<file path="config.mk">
export PLATFORM = sky130hd
export DESIGN_NAME = neuron_param_dp_ram
export DESIGN_NICKNAME = d
export VERILOG_FILES = /design/src/rtl/neuron_param_dp_ram.sv
export SDC_FILE = /design/constraint.sdc
export NUM_CORES = 1
export LEC_CHECK = 0
export BUFFER_PORTS_ARGS = -buffer_cell sky130_fd_sc_hd__buf_2
export CAP_MARGIN = 20
export CORE_MARGIN = 10
export CORE_UTILIZATION = 55
export CTS_CLUSTER_DIAMETER = 120
export DETAILED_ROUTE_END_ITERATION = 10
export GPL_ROUTABILITY_DRIVEN = 0
export PLACE_DENSITY_LB_ADDON = 0.08
export REMOVE_ABC_BUFFERS = 1
export SLEW_MARGIN = 20
export SYNTH_ARGS = -nofsm -noshare
export SYNTH_HDL_FRONTEND = slang
export SYNTH_SLANG_ARGS = --single-unit
</file>
<file path="constraint.sdc">
create_clock -name clk -period 6.59 [get_ports clk]
set_input_delay 0.659 -clock clk [delete_from_list [all_inputs] [get_ports clk]]
set_output_delay 0.659 -clock clk [all_outputs]
set_load 0.03 [all_outputs]
</file>
<file path="src/rtl/neuron_param_dp_ram.sv">
// Purpose: parameter RAM with one read port and one write port, self-clearing after reset.
// Latency: reads are registered, so data and read_valid appear one cycle after oe.
// Backpressure: none; busy is high while the clear runs, and oe/wre are ignored then.
module neuron_param_dp_ram #(
  parameter int DATA_W    = 8,
  parameter int ADDR_W    = 8,
  parameter int DEPTH     = 40,
  parameter int PEEK_ADDR = 20
) (
  input  logic              clk,
  input  logic              rst,
  input  logic [ADDR_W-1:0] read_address,
  input  logic              oe,
  input  logic [ADDR_W-1:0] write_address,
  input  logic [DATA_W-1:0] write_data,
  input  logic              wre,
  output logic [DATA_W-1:0] read_data,
  output logic              read_valid,
  output logic              busy,
  output logic              addr_err,
  output logic [DATA_W-1:0] peek_data
);

  // IDX_W indexes the storage array; CNT_W is wide enough to hold DEPTH itself.
  localparam int IDX_W = (DEPTH > 1) ? $clog2(DEPTH) : 1;
  localparam int CNT_W = $clog2(DEPTH + 1);

  // DEPTH may equal 2^ADDR_W, so range checks are done one bit wider than the address.
  localparam logic [ADDR_W:0]  DEPTH_EXT = (ADDR_W + 1)'(DEPTH);
  localparam logic [CNT_W-1:0] CLR_LAST  = CNT_W'(DEPTH - 1);

  typedef enum logic {
    CLEAR = 1'b0,
    READY = 1'b1
  } state_t;

  state_t state_q;
  state_t state_d;

  logic [CNT_W-1:0]  clr_cnt;
  logic [DATA_W-1:0] mem [DEPTH];

  logic              rd_ok;
  logic              wr_ok;
  logic              bypass;
  logic              mem_we;
  logic [IDX_W-1:0]  mem_waddr;
  logic [DATA_W-1:0] mem_wdata;
  logic [DATA_W-1:0] rd_word;
  logic              err_now;

  assign rd_ok     = ({1'b0, read_address}  < DEPTH_EXT);
  assign wr_ok     = ({1'b0, write_address} < DEPTH_EXT);
  assign bypass    = wre && wr_ok && (read_address == write_address);
  assign peek_data = mem[PEEK_ADDR];

  // Next-state logic: leave CLEAR once the last word has been zeroed.
  always_comb begin
    state_d = state_q;
    busy    = 1'b0;
    case (state_q)
      CLEAR: begin
        busy = 1'b1;
        if (clr_cnt == CLR_LAST) begin
          state_d = READY;
        end
      end
      READY: begin
        state_d = READY;
      end
      default: begin
        state_d = CLEAR;
      end
    endcase
  end

  // State register; reset always restarts the clear sequence.
  always_ff @(posedge clk) begin
    if (rst) begin
      state_q <= CLEAR;
    end else begin
      state_q <= state_d;
    end
  end

  // Clear address counter; holds at the last word instead of wrapping.
  always_ff @(posedge clk) begin
    if (rst) begin
      clr_cnt <= '0;
    end else if (state_q == CLEAR && clr_cnt != CLR_LAST) begin
      clr_cnt <= clr_cnt + 1'b1;
    end
  end

  // Write-port arbitration: the clear sequence owns the port until READY.
  always_comb begin
    mem_we    = 1'b0;
    mem_waddr = '0;
    mem_wdata = '0;
    if (!rst) begin
      if (state_q == CLEAR) begin
        mem_we    = 1'b1;
        mem_waddr = clr_cnt[IDX_W-1:0];
      end else if (wre && wr_ok) begin
        mem_we    = 1'b1;
        mem_waddr = write_address[IDX_W-1:0];
        mem_wdata = write_data;
      end
    end
  end

  // Storage array; contents are initialised by the clear sequence, not by reset.
  always_ff @(posedge clk) begin
    if (mem_we) begin
      mem[mem_waddr] <= mem_wdata;
    end
  end

  // Read word selection: out-of-range reads return zero, same-address writes bypass.
  always_comb begin
    rd_word = '0;
    if (rd_ok) begin
      if (bypass) begin
        rd_word = write_data;
      end else begin
        rd_word = mem[read_address[IDX_W-1:0]];
      end
    end
  end

  // One error pulse per cycle regardless of how many ports were out of range.
  assign err_now = (state_q == READY) && ((oe && !rd_ok) || (wre && !wr_ok));

  // Registered read result, valid strobe and address-error pulse.
  always_ff @(posedge clk) begin
    if (rst) begin
      read_data  <= '0;
      read_valid <= 1'b0;
      addr_err   <= 1'b0;
    end else begin
      addr_err <= err_now;
      if (state_q == READY && oe) begin
        read_data  <= rd_word;
        read_valid <= 1'b1;
      end else begin
        read_valid <= 1'b0;
      end
    end
  end

endmodule

</file>
# Word-level counts from Yosys, hierarchy flattened

Memories as Yosys holds them, arrays and structs flattened.
Cells that the tools add are included.

Muxes and demuxes: 17
Bitwise gates (word level): 1
Magnitude comparators: 2
Reduce and logical (&&, ||, !) cells: 10
Add/sub/neg operators: 1
Equality and inequality tests: 3

Operators by type and width:

| operator                                                    | number |
|---|---|
| two-way mux 8 bit                                           | 5 |
| two-way mux 6 bit                                           | 3 |
| less-than comparator 8 x 6 -> 1 bit (second input constant) | 2 |
| == test 8 bit                                               | 1 |
| two-way mux 1 bit                                           | 8 |
| logical AND 1 bit                                           | 7 |
| adder 6 x 1 -> 6 bit (second input constant)                | 1 |
| == test 6 bit (second input constant)                       | 1 |
| inequality test 6 bit (second input constant)               | 1 |
| zero test 1 bit                                             | 2 |
| one-hot mux 1 bit (2 select lines)                          | 1 |
| logical OR 1 bit                                            | 1 |
| inverter 1 bit                                              | 1 |

Output and inout port bits: 19
Logic and storage cells: 40
Bits of input ports: 28
Bits in writable memories: 320
Register bits: 17
Memories: 1

Memory list:

| memory | depth | width | rd ports | clocked after memory_dff | write ports | RTL line | RTL |
|---|---|---|---|---|---|---|---|
| mem    | 40    | 8     | 2        | 0                        | 1           | 41       | `logic [DATA_W-1:0] mem [DEPTH];` |

# Longest topological paths before layout

Depth in word-level cells: 7
Depth in mapped cells: 9
Depth with buffers taken out: 5

# Least setup slack after synthesis

No wires, ideal clock.

Path type: input to register
Start: input write_address[6]
End: memory mem[16][0] (enable)
Setup time: 0.383 ns
Path buffers: 1
Setup slack: 4.040 ns
Data required time: 6.207 ns
Stages on the path: 6
Arrival time: 2.167 ns
Cells stage by stage: nor3b_4 -> a41oi_1 -> nor3_1 -> nand2b_1 -> clkbuf_1 -> nor3_1

Longest elaborated chain between the ends: 7
Elaborated cells between the ends (all ways): 10
Classes of those cells: 1 x order compare; 8 x mux; 1 x reduce/logical

RTL lines:

| what                                    | RTL line | RTL |
|---|---|---|
| start, declared                         | 14       | `input logic [ADDR_W-1:0] write_address,` |
| less-than comparator 8 x 6 -> 1 bit (*) | 53       | `assign wr_ok = ({1'b0, write_address} < DEPTH_EXT);` |
| logical AND 1 bit (*)                   | 104      | `end else if (wre && wr_ok) begin` |
| two-way mux 1 bit                       | 104      |  |
| two-way mux 1 bit                       | 101      | `if (state_q == CLEAR) begin` |
| two-way mux 1 bit                       | 100      | `if (!rst) begin` |
| two-way mux 1 bit                       | 114      | `if (mem_we) begin` |
| two-way mux 1 bit (not written as such) | 115      | `mem[mem_waddr] <= mem_wdata;` |
| end, declared                           | 41       |  |

Mark *: on every way between the ends. The rest lies on a longest branch, timed or not.

# Worst setup path in the final report

Start: register state_q
End: memory mem[9][6] (enable)

Longest elaborated chain between the ends: 4
Elaborated cells between the ends (all ways): 6
Classes of those cells: 6 x mux

RTL lines:

| what                                    | RTL line | RTL |
|---|---|---|
| start, declared                         | 37       | `state_t state_q;` |
| start signal, assigned                  | 82       | `state_q <= state_d;` |
| two-way mux 1 bit                       | 101      |  |
| two-way mux 1 bit                       | 100      |  |
| two-way mux 1 bit                       | 114      |  |
| two-way mux 1 bit (not written as such) | 115      |  |

Several ways; a longest one is shown, not always the timed one.

==> flow_summary.toml <==
[drt]
dr.pass1.iters = 5
drt_wl_total_um = 31930
wire_per_inst_um = 27.65
drc = 0
num_vias = 7367
detail-route-antenna-nets = 0
via_per_inst = 6.378
drt_iter0_drc = 938

[place]
port_buffers = 46
hpwl_um = 20630
dp_slack_ns = 3.007

[finish]
multi_input_area_mm2 = 0.003587
regArea_mm2 = 0.009950
diodes = 0
fillers = 1794
fin_nets = 830
layout-drive-gt1-share_pct = 23.15
area_growth_pct = 10.75

[sta]
period_minus_slack_ns = 3.370
clock.fmax_mhz = 296.7
tightest_slew_ns = 1.032
skew_ns = 0.01271
slew_headroom_pct = 31.20
rsz0062_at_grt = "false"
finalMaxSlewViolations = 0
worst_slack_ns = 3.220
hold_viol_final = 0
setup_viol = 0
fin_crit_sh_pct = 51.14
setup-tns-final_ns = 0

[yosys]
syn_avg_cell_area_um2 = 18.63
synth_cells = 745
post_synth_main_area_contributors = "edfxtp_1, mux4_2, dfxtp_1, mux4_1, nor2_1"
synth_cell_types = 65
synth_edf_count = 320
synth_adder_area_share_pct = 0.09016
async_reset_ff_share_pct = 0
synth_simple_gate_area_share_pct = 6.149
yosysSeqAreaShare_pct = 71.70
synth_top_family_by_area = "multiplexers"
synth_top_area_cell = "edfxtp_1"
ys_warn_count = 0
ys.flop_type = "edfxtp_1"
syn_area_mm2 = 0.01388
synthMuxAreaShare_pct = 14.73
synth_most_common_cell = "edfxtp_1"
synth-compound-area-share_pct = 4.184
synthTopCellsByCount = "edfxtp_1, mux4_2, nor2_1, nand2_1"
ys_ff_latch = 337
synthXorXnorAreaFrac_pct = 0.6943
synth_top_cell_area_share_pct = 69.25

[power]
p_leak_nw = 5.671
p_per_area_mw_per_mm2 = 278.6
vdd_drop_max_mv = 0.2582
comb_power_share_pct = 3.3
clkPwrFrac_pct = 42.5
p_sw_share_pct = 19.99
seqPwrFrac_pct = 54.2
p_sw_w = 0.0008560
p_int_w = 0.003426

[floorplanning]
io_pins = 47
dieArea_mm2 = 0.03198
design.core.area_mm2 = 0.02504
die_width_um = 178.8
initial_core_util_pct = 55.43
rows = 58
fp.dieH_um = 178.8

[run_status]
outcome = "finished clean"

[worst_hold_path]
min-delay-path-class = "input pin to flop"

[global_routing]
grt_first_pass_wirelength_um = 47490
grt_use_total_pct = 20.27
antenna_found_initial = 0
grt_pass1_vias = 7419
grt_start_max_net_pins = 58
gr-total-overflow = 0

[cts]
cts.clk_slew.worst_paths_ns = 0.06
clock-root-buffer = "clkbuf_16"
clk_latency_ns = 0.51
numCtsBuffers = 35
ctsHoldBuffers = 0
cts_sinks = 337
cts_setup_buffers = 0
cts_tree = "done"
clockBufferDepth = 3
cts_htree_levels = 2
cts_resized = 0

[critical_path]
worstPathArrival_ns = 3.50
critPathRequiredTime_ns = 6.72
crit_fanout = 22
crit_type = "flop to flop"
end_kind = "flop"
start_kind = "flop"

[job]
cap_violations = 0
-- sequential cells by signal, indices dropped and copies added, names as in the netlist --
signal,cells
read_valid,1
addr_err,1
state_q,1
read_data,8
mem,320
clr_cnt,6
-- cell usage in the layout (no fill, tap or decap), types with 6 or more instances in the layout --
master	netlist	layout
a211oi_1	6	6
a21oi_1	11	11
and2_1	10	10
buf_2	4	44
buf_4	12	14
clkbuf_16	0	37
clkinv_1	1	13
dfxtp_1	17	17
edfxtp_1	320	320
inv_1	6	6
mux2i_1	13	13
mux4_1	12	12
mux4_2	69	69
nand2_1	45	45
nand3_1	17	17
nand4_1	6	6
nor2_1	60	60
nor2b_1	6	6
nor3_1	10	10
xnor2_1	9	9
-- final timing paths --
path,cells past startpoint,from,slack [ns],to
min,3,oe,0.43,addr_err
min reg2reg,2,read_data[4],0.57,read_data[4]
max,5,state_q,3.22,mem[9][6]
max reg2reg,5,state_q,3.22,mem[9][6]
-- power by group through the flow --
stage,clock network (W),registers [W],logic [W]
final,0.00182,0.00232,0.000142
after global routing,0.00193,0.00232,0.000151
after CTS,0.00185,0.00232,0.000140
after detailed placement,0,0.00237,0.000140
after global placement,0,0.00237,0.000138
after floorplan,0,0.00236,0.0000697
-- critical path: stages (launching register included) --
cell and delay, ns:
dfxtp_1 0.82, inv_2 0.20, or3_1 0.43, a21oi_1 0.23, or3b_2 0.59, nor2_1 0.71
-- cell type report --
type	instances	area share (%)
Clock buffer	42	6.147
Timing Repair Buffer	58	2.117
Multi-Input combinational cell	360	23.34
Tap cell	330	2.687
Clock inverter	19	0.7490
Sequential cell	337	64.74
Inverter	9	0.2198
-- kinds of logic (layout without fill, tap and decap cells) --
logic type | count (synthesis) | after routing
AO/OA/AOI/OAI | 71 | 71
XOR/XNOR | 11 | 11
adder cells (fa/ha/maj) | 1 | 1
buffers and inverters | 48 | 128
flip-flops | 337 | 337
multiplexers | 98 | 98
AND/OR/NAND/NOR | 179 | 179
-- per-stage QoR --
stage	instances	power [W]	instance area (um2)	utilization (%)	hold WS, ns
floorplan	706	0.002434	13570	-	0.5227
global placement	1094	0.002504	14310	57.15	0.5570
detailed placement	1094	0.002506	14310	57.15	0.5628
CTS	1155	0.004312	15370	61.38	0.4197
global route	1155	0.004403	15370	61.38	0.4762
finish	1155	0.004282	15370	61.38	0.4332
-- layer usage --
| metal | track usage [%] | wire length (um) |
|---|---|---|
| met4 | 6.063 | 714 |
| met1 | 28.18 | 13160 |
| met2 | 31.34 | 15020 |
| met5 | 0 | 0 |
| met3 | 4.949 | 3040 |
Note: power is estimated with default switching activity, not from simulation.
